$ cat src/rtl/wback_arb_pkg.sv
// Shared constants and helpers for the writeback arbiter.
// Configuration macro: WBACK_ARB_RR_EN (round-robin conflict resolution when defined).
package wback_arb_pkg;

    localparam logic       WB_SRC_ALU   = 1'b0;
    localparam logic       WB_SRC_MEM   = 1'b1;
    localparam logic [1:0] SEL_ALU_DATA = 2'b00;

    localparam logic [0:0] ST_EMPTY = 1'b0;
    localparam logic [0:0] ST_FULL  = 1'b1;

    // Writes to x0 are architecturally discarded, so the enable is dropped at load time.
    function automatic logic wena_filter(input logic wena, input logic [4:0] waddr);
        return wena && (waddr != 5'd0);
    endfunction

endpackage

$ cat src/rtl/wback_arb_grant.sv
// Two-way grant logic for the writeback arbiter: round-robin or fixed MEM priority.
// Configuration macro: WBACK_ARB_RR_EN.
module wback_arb_grant
    import wback_arb_pkg::*;
(
`ifdef WBACK_ARB_RR_EN
    input  logic clock,
    input  logic reset,
`endif
    input  logic alu_req_i,
    input  logic mem_req_i,
    input  logic can_load_i,
    output logic alu_gnt_o,
    output logic mem_gnt_o
);

`ifdef WBACK_ARB_RR_EN
    // last_q holds the source granted most recently; reset value ALU lets MEM win first.
    logic last_q;
    logic last_d;
`endif

    // Conflict resolution between the two requesters.
    always_comb begin
        alu_gnt_o = 1'b0;
        mem_gnt_o = 1'b0;
        if (can_load_i) begin
            if (alu_req_i && mem_req_i) begin
`ifdef WBACK_ARB_RR_EN
                mem_gnt_o = (last_q == WB_SRC_ALU);
                alu_gnt_o = (last_q == WB_SRC_MEM);
`else
                mem_gnt_o = 1'b1;
`endif
            end else begin
                alu_gnt_o = alu_req_i;
                mem_gnt_o = mem_req_i;
            end
        end else begin
            alu_gnt_o = 1'b0;
            mem_gnt_o = 1'b0;
        end
    end

`ifdef WBACK_ARB_RR_EN
    // Pointer follows every grant, conflicting or not.
    always_comb begin
        if (mem_gnt_o) begin
            last_d = WB_SRC_MEM;
        end else if (alu_gnt_o) begin
            last_d = WB_SRC_ALU;
        end else begin
            last_d = last_q;
        end
    end

    // Round-robin pointer register.
    always_ff @(posedge clock or negedge reset) begin
        if (!reset) begin
            last_q <= 1'b0;
        end else begin
            last_q <= last_d;
        end
    end
`endif

endmodule

$ cat src/rtl/wback_arb.sv
// Writeback arbiter: merges ALU and load-unit results into one registered output slot.
// Configuration macro: WBACK_ARB_RR_EN (see wback_arb_grant).
module wback_arb
    import wback_arb_pkg::*;
#(
    parameter int DATA_W = 32
) (
    input  logic              clock,
    input  logic              reset,
    input  logic              alu_valid_i,
    output logic              alu_ready_o,
    input  logic              alu_wena_i,
    input  logic [4:0]        alu_waddr_i,
    input  logic [DATA_W-1:0] alu_wdata_i,
    input  logic              alu_csr_wena_i,
    input  logic [31:0]       alu_csr_waddr_i,
    input  logic [DATA_W-1:0] alu_csr_wdata_i,
    input  logic              mem_valid_i,
    output logic              mem_ready_o,
    input  logic              mem_wena_i,
    input  logic [4:0]        mem_waddr_i,
    input  logic [DATA_W-1:0] mem_wdata_i,
    output logic              wb_valid_o,
    input  logic              wb_ready_i,
    output logic              wena_o,
    output logic [4:0]        waddr_o,
    output logic [DATA_W-1:0] wdata_o,
    output logic              csr_wena_o,
    output logic [31:0]       csr_waddr_o,
    output logic [DATA_W-1:0] csr_wdata_o,
    output logic              wb_src_o
);

    logic [0:0]        state_q, state_d;
    logic              wena_q, wena_d;
    logic [4:0]        waddr_q, waddr_d;
    logic [DATA_W-1:0] wdata_q, wdata_d;
    logic              csr_wena_q, csr_wena_d;
    logic [31:0]       csr_waddr_q, csr_waddr_d;
    logic [DATA_W-1:0] csr_wdata_q, csr_wdata_d;
    logic              src_q, src_d;

    logic can_load_s;
    logic alu_gnt_s;
    logic mem_gnt_s;

    assign can_load_s = (state_q == ST_EMPTY) || wb_ready_i;

    wback_arb_grant u_grant (
`ifdef WBACK_ARB_RR_EN
        .clock      (clock),
        .reset      (reset),
`endif
        .alu_req_i  (alu_valid_i),
        .mem_req_i  (mem_valid_i),
        .can_load_i (can_load_s),
        .alu_gnt_o  (alu_gnt_s),
        .mem_gnt_o  (mem_gnt_s)
    );

    // Readies are forced low while reset is held so no requester sees a phantom accept.
    assign alu_ready_o = alu_gnt_s && reset;
    assign mem_ready_o = mem_gnt_s && reset;

    // Slot FSM and payload capture; contents only change on a grant.
    always_comb begin
        state_d     = state_q;
        wena_d      = wena_q;
        waddr_d     = waddr_q;
        wdata_d     = wdata_q;
        csr_wena_d  = csr_wena_q;
        csr_waddr_d = csr_waddr_q;
        csr_wdata_d = csr_wdata_q;
        src_d       = src_q;
        case ({alu_gnt_s, mem_gnt_s})
            2'b10: begin
                state_d     = ST_FULL;
                wena_d      = wena_filter(alu_wena_i, alu_waddr_i);
                waddr_d     = alu_waddr_i;
                wdata_d     = alu_wdata_i;
                csr_wena_d  = alu_csr_wena_i;
                csr_waddr_d = alu_csr_waddr_i;
                csr_wdata_d = alu_csr_wdata_i;
                src_d       = WB_SRC_ALU;
            end
            2'b01: begin
                state_d     = ST_FULL;
                wena_d      = wena_filter(mem_wena_i, mem_waddr_i);
                waddr_d     = mem_waddr_i;
                wdata_d     = mem_wdata_i;
                csr_wena_d  = 1'b0;
                csr_waddr_d = 32'd0;
                csr_wdata_d = '0;
                src_d       = WB_SRC_MEM;
            end
            default: begin
                if (wb_ready_i) begin
                    state_d = ST_EMPTY;
                end else begin
                    state_d = state_q;
                end
            end
        endcase
    end

    // Output slot registers.
    always_ff @(posedge clock or negedge reset) begin
        if (!reset) begin
            state_q     <= ST_EMPTY;
            wena_q      <= 1'b0;
            waddr_q     <= 5'd0;
            wdata_q     <= '0;
            csr_wena_q  <= 1'b0;
            csr_waddr_q <= 32'd0;
            csr_wdata_q <= '0;
            src_q       <= 1'b0;
        end else begin
            state_q     <= state_d;
            wena_q      <= wena_d;
            waddr_q     <= waddr_d;
            wdata_q     <= wdata_d;
            csr_wena_q  <= csr_wena_d;
            csr_waddr_q <= csr_waddr_d;
            csr_wdata_q <= csr_wdata_d;
            src_q       <= src_d;
        end
    end

    assign wb_valid_o  = (state_q == ST_FULL);
    assign wena_o      = wena_q;
    assign waddr_o     = waddr_q;
    assign wdata_o     = wdata_q;
    assign csr_wena_o  = csr_wena_q;
    assign csr_waddr_o = csr_waddr_q;
    assign csr_wdata_o = csr_wdata_q;
    assign wb_src_o    = src_q;

endmodule

$ cat config.mk
export PLATFORM = sky130hd
export DESIGN_NAME = wback_arb
export DESIGN_NICKNAME = d
export VERILOG_FILES = /design/src/rtl/wback_arb_pkg.sv /design/src/rtl/wback_arb_grant.sv /design/src/rtl/wback_arb.sv
export SDC_FILE = /design/constraint.sdc
export NUM_CORES = 1
export LEC_CHECK = 0
export CAP_MARGIN = 20
export CORE_MARGIN = 5
export CORE_UTILIZATION = 26
export CTS_CLUSTER_DIAMETER = 100
export DETAILED_ROUTE_END_ITERATION = 8
export GPL_TIMING_DRIVEN = 0
export PLACE_DENSITY_LB_ADDON = 0.05
export SYNTH_ARGS = -nofsm -noshare
export SYNTH_HDL_FRONTEND = slang
export SYNTH_SLANG_ARGS = --single-unit
$ cat constraint.sdc
create_clock -name clock -period 2 [get_ports clock]
set_input_delay 0.4 -clock clock [delete_from_list [all_inputs] [get_ports clock]]
set_output_delay 0.4 -clock clock [all_outputs]
set_load 0.01 [all_outputs]
==> impl_metrics.prom <==
# TYPE chip_impl_metric gauge
chip_impl_info{name="outcome",value="finished with violations"} 1
chip_impl_info{name="failed_checks",value="negative hold slack"} 1
chip_impl_metric{name="ios",unit=""} 253
chip_impl_info{name="cp_slowest_cell",value="clkdlybuf4s50_1"} 1
chip_impl_info{name="clk_root_buf",value="clkbuf_16"} 1
chip_impl_metric{name="die_area",unit="sq mm"} 0.0203
chip_impl_metric{name="drv_slew",unit=""} 0
chip_impl_metric{name="p_per_area",unit="mW/mm^2"} 949
chip_impl_metric{name="post_synth.cell_area_avg",unit="sq um"} 10.0
chip_impl_metric{name="post_cts_hold_buffer_count",unit=""} 0
chip_impl_metric{name="hold_fails_final_rpt",unit=""} 9
chip_impl_metric{name="yosysSeqAreaShare",unit="%"} 57.5
chip_impl_metric{name="power.switching_fraction",unit="%"} 30.8
chip_impl_info{name="grt_setup_unrepaired",value="yes"} 1
chip_impl_metric{name="synthToLayoutAreaGrowth",unit="%"} 71.7
chip_impl_info{name="synth_top_family_by_area",value="simple AND/OR/NAND/NOR gates"} 1
chip_impl_metric{name="timing_worst_slew_pin_value",unit="ns"} 0.523
chip_impl_metric{name="post_synth_xor_area_fraction",unit="%"} 0
chip_impl_metric{name="finalWeightedCongestion",unit=""} 0.762
chip_impl_metric{name="post_synth_mux_area_share",unit="%"} 8.35
chip_impl_metric{name="postSynth.asyncResetShare",unit="%"} 100
chip_impl_metric{name="post_drt_wl_per_cell",unit="microns"} 16.8
chip_impl_metric{name="logic_depth_of_the_worst_path_buffers_included",unit=""} 8
chip_impl_metric{name="routed-via-count",unit=""} 4163
chip_impl_metric{name="antennaDiodeCount",unit=""} 0
chip_impl_info{name="path_delay_family",value="simple AND/OR/NAND/NOR gates"} 1
chip_impl_metric{name="grt_pass1_wl",unit="mm"} 24.8
chip_impl_metric{name="power.switching",unit="uW"} 2290
chip_impl_metric{name="postRouteWirelength",unit="mm"} 16.0
chip_impl_info{name="timing.critical_path.cells",value="clkdlybuf4s50_1, nand2b_4, nand3b_1, ha_4, buf_6, or4_4, nor3_2, o21ai_1"} 1
chip_impl_metric{name="final_nets",unit=""} 869
chip_impl_metric{name="post_synth_inst_count",unit=""} 456
chip_impl_metric{name="reported_max_cap_violation_count",unit=""} 0
chip_impl_metric{name="worst_path_clk_slew",unit="ns"} 0.07
chip_impl_metric{name="synth_simple_gate_area_share",unit="%"} 18.3
chip_impl_metric{name="synth_edf_count",unit=""} 0
chip_impl_metric{name="leakagePower",unit="uW"} 0.00333
chip_impl_metric{name="postLayoutSetupSlackWorst",unit="ns"} 0.0406
chip_impl_metric{name="timing.reg2reg.setup_slack",unit="ns"} 0.17
chip_impl_metric{name="placement.io_buffers",unit=""} 252
chip_impl_metric{name="seq_power_share",unit="%"} 39.7
chip_impl_metric{name="whs",unit="ns"} -0.0290
chip_impl_metric{name="placed_wire_length_estimate_after_detailed_placement",unit="mm"} 12.3
chip_impl_metric{name="rows",unit=""} 48
chip_impl_metric{name="via_count_of_the_first_global_routing_pass",unit=""} 4409
chip_impl_metric{name="min_period_over_period",unit="%"} 98.0
chip_impl_metric{name="cp.arrival",unit="ns"} 2.19
chip_impl_metric{name="cellInternalPower",unit="uW"} 5150
chip_impl_metric{name="finalCriticalPeriod",unit="ns"} 1.96
chip_impl_metric{name="drt_drc_violations_left",unit=""} 0
chip_impl_info{name="synth_ff_type",value="dfrtp_1"} 1
chip_impl_info{name="crit_path_start_kind",value="input pin"} 1
chip_impl_metric{name="crit_path_max_fanout",unit=""} 4
chip_impl_info{name="worstSetupPathType",value="input pin to flip-flop"} 1
chip_impl_metric{name="maximum_number_of_pins_on_one_net_before_global_route_repair",unit=""} 66
chip_impl_metric{name="vias_per_cell",unit=""} 4.37
chip_impl_metric{name="cts-htree-levels",unit=""} 3
chip_impl_metric{name="synth_fa_ha_area_share",unit="%"} 0.274
chip_impl_metric{name="netlist_area",unit="sq mm"} 0.00457
chip_impl_metric{name="chipWidth",unit="microns"} 143
chip_impl_metric{name="reg2regPathDepth",unit=""} 7
chip_impl_metric{name="irDropWorstVdd",unit="mV"} 0.419
chip_impl_info{name="crit-reg2reg-launch",value="wb_valid_o$_DFFE_PN0P_"} 1
chip_impl_metric{name="share_clk_of_total_power",unit="%"} 22.3
chip_impl_metric{name="worst_case_headroom_to_the_max_slew_limit",unit="%"} 65.1
chip_impl_metric{name="start_util",unit="%"} 26.4
chip_impl_metric{name="final_core_util",unit="%"} 45.4
chip_impl_metric{name="antenna_found_initial",unit=""} 1
chip_impl_metric{name="finalSetupViolations",unit=""} 0
chip_impl_metric{name="num-fill-cells",unit=""} 1663
chip_impl_metric{name="synth-compound-area-share",unit="%"} 11.8
chip_impl_info{name="setup.worst_path.end",value="wena_o$_DFFE_PN0P_"} 1
chip_impl_metric{name="remaining_global_route_overflow",unit=""} 0
chip_impl_metric{name="critical_path_rt",unit="ns"} 2.23
chip_impl_metric{name="die_y",unit="microns"} 143
chip_impl_metric{name="synth-warning-count",unit=""} 0
chip_impl_info{name="crit_path_start",value="wb_ready_i"} 1
chip_impl_metric{name="insertion_delay",unit="ns"} 0.35
chip_impl_metric{name="synth.lib_cells_used.distinct",unit=""} 24
chip_impl_metric{name="clock_sinks",unit=""} 105
chip_impl_metric{name="drt_pre_antenna_iters",unit=""} 4
chip_impl_metric{name="worst_clock_skew",unit="ns"} 0.00651
chip_impl_metric{name="synth_fp_nets",unit=""} 603
chip_impl_metric{name="drive_above_1_share",unit="%"} 7.57
chip_impl_info{name="cp-end-kind",value="flip-flop"} 1
chip_impl_metric{name="dpl_worst_slack",unit="ns"} -0.656
chip_impl_metric{name="fmax",unit="GHz"} 0.510
chip_impl_info{name="capturing_point_of_the_worst_reg2reg_path",value="wena_o$_DFFE_PN0P_"} 1
chip_impl_metric{name="grtUsageTotal",unit="%"} 15.6
chip_impl_metric{name="core_region_area",unit="sq mm"} 0.0173
chip_impl_metric{name="drt-initial-drc-count",unit=""} 160
chip_impl_metric{name="cts_made_buffers",unit=""} 9
chip_impl_metric{name="postSynthRegisterBits",unit=""} 105
chip_impl_info{name="worstHoldPathType",value="input pin to async pin"} 1
chip_impl_metric{name="comb_power_share",unit="%"} 38.1
chip_impl_metric{name="crit_buf_inv",unit=""} 2
chip_impl_metric{name="clk_path_buf_depth",unit=""} 2
chip_impl_info{name="clock_tree_from_tritoncts",value="done"} 1
chip_impl_metric{name="max_stage_delay",unit="ns"} 0.45
chip_impl_metric{name="antenna_left",unit=""} 0
## registers in the layout, indices dropped and copies added (netlist names)
signal	count
csr_wena_o	1
csr_wdata_o	32
wb_src_o	1
wdata_o	32
csr_waddr_o	32
wb_valid_o	1
wena_o	1
waddr_o	5
## routing by layer
layer  global-route usage [%]  vias up  share of wire (%)
li1                         -     2039                  -
met1                     19.3     1959                 41
met2                     25.8      153                 49
met3                     5.65       10                9.8
met4                     4.05        2               0.80
met5                        0        -              0.081
## cells in the final DEF (no fill, tap or decap), types with 4 or more instances in the layout
| cell type | count |
|---|---|
| buf_4 | 10 |
| buf_6 | 14 |
| clkbuf_1 | 7 |
| clkbuf_16 | 9 |
| clkbuf_2 | 4 |
| clkdlybuf4s50_1 | 249 |
| dfrtp_1 | 105 |
| mux2i_1 | 37 |
| nand2_1 | 100 |
| nand2b_1 | 62 |
| o21ai_0 | 98 |
## worst register-to-register path, cell delays in order (launching register included)
cell	delay, ns
dfrtp_1	0.41
nand2b_4	0.11
nand3b_1	0.14
ha_4	0.24
buf_6	0.12
or4_4	0.42
nor3_2	0.19
o21ai_1	0.07
## what timing repair did
| item | 4_1_cts | 5_1_grt |
|---|---|---|
| pin swaps | 5 | 0 |
| resized for setup | 30 | 38 |
| buffers inserted | 3 | 0 |
| setup endpoints to repair | 107 | 98 |
| hold endpoints to repair | 0 | 0 |
## cell type report
class / count / area (sq um) / area share [%]
inverter: 1 / 3.75 / 0.0478
clock inverter: 5 / 31.3 / 0.399
timing repair buffer: 256 / 2580 / 32.9
buffer: 33 / 278 / 3.54
clock buffer: 11 / 243 / 3.09
tap: 225 / 282 / 3.59
sequential: 105 / 2630 / 33.5
multi-input combinational: 316 / 1800 / 22.9
## synthesized netlist by cell type, drive strengths merged, types with 2 or more instances
master	instances	area share (%)
nand2b	63	8.6
mux2i	37	8.1
dfrtp	105	57
buf	17	2.4
a22o	3	0.57
o21ai	100	11
nor2	2	0.16
clkbuf	17	1.4
nand2	100	8.2
or4	2	0.41
## cell families (layout without fill, tap and decap cells)
logic type                 Yosys count  after routing
AOI/OAI and AO/OA                  105            105
buffers and inverters               35            306
DFF                                105            105
and+or+nand+nor                    172            172
muxes                               38             38
adders and majority gates            1              1
## power by group through the flow
stage                     Sequential [uW]  Clock [uW]  Combinational (uW)
after floorplan                      3220           0                 741
after global placement               2970           0                2750
after detailed placement             2980           0                2770
after CTS                            2960        1720                2850
after global routing                 3020        1810                3100
final                                2950        1660                2830
## how the worst min path moves through the flow
stage,end,slack [ns]
after CTS,csr_waddr_o[17]$_DFFE_PN0P_,0.01
final,csr_waddr_o[17]$_DFFE_PN0P_,-0.03
after global placement,wdata_o[18]$_DFFE_PN0P_,0.47
after floorplan,csr_waddr_o[0]$_DFFE_PN0P_,0.10
after detailed placement,csr_wdata_o[2]$_DFFE_PN0P_,0.47
after global routing,csr_waddr_o[17]$_DFFE_PN0P_,0.03
## stage by stage
step | instance area [sq um] | hold WS (ns) | total power (uW) | TNS [ns] | cells
finish | 7850 | -0.0290 | 7440 | 0 | 952
global route | 7850 | 0.0290 | 7930 | -0.0412 | 952
CTS | 7780 | 0.00989 | 7530 | 0 | 952
detailed placement | 7400 | 0.473 | 5760 | -58.64 | 934
global placement | 7370 | 0.465 | 5720 | -455.99 | 933
floorplan | 4570 | 0.104 | 3960 | 0 | 456
(Power assumes the default switching activity.)
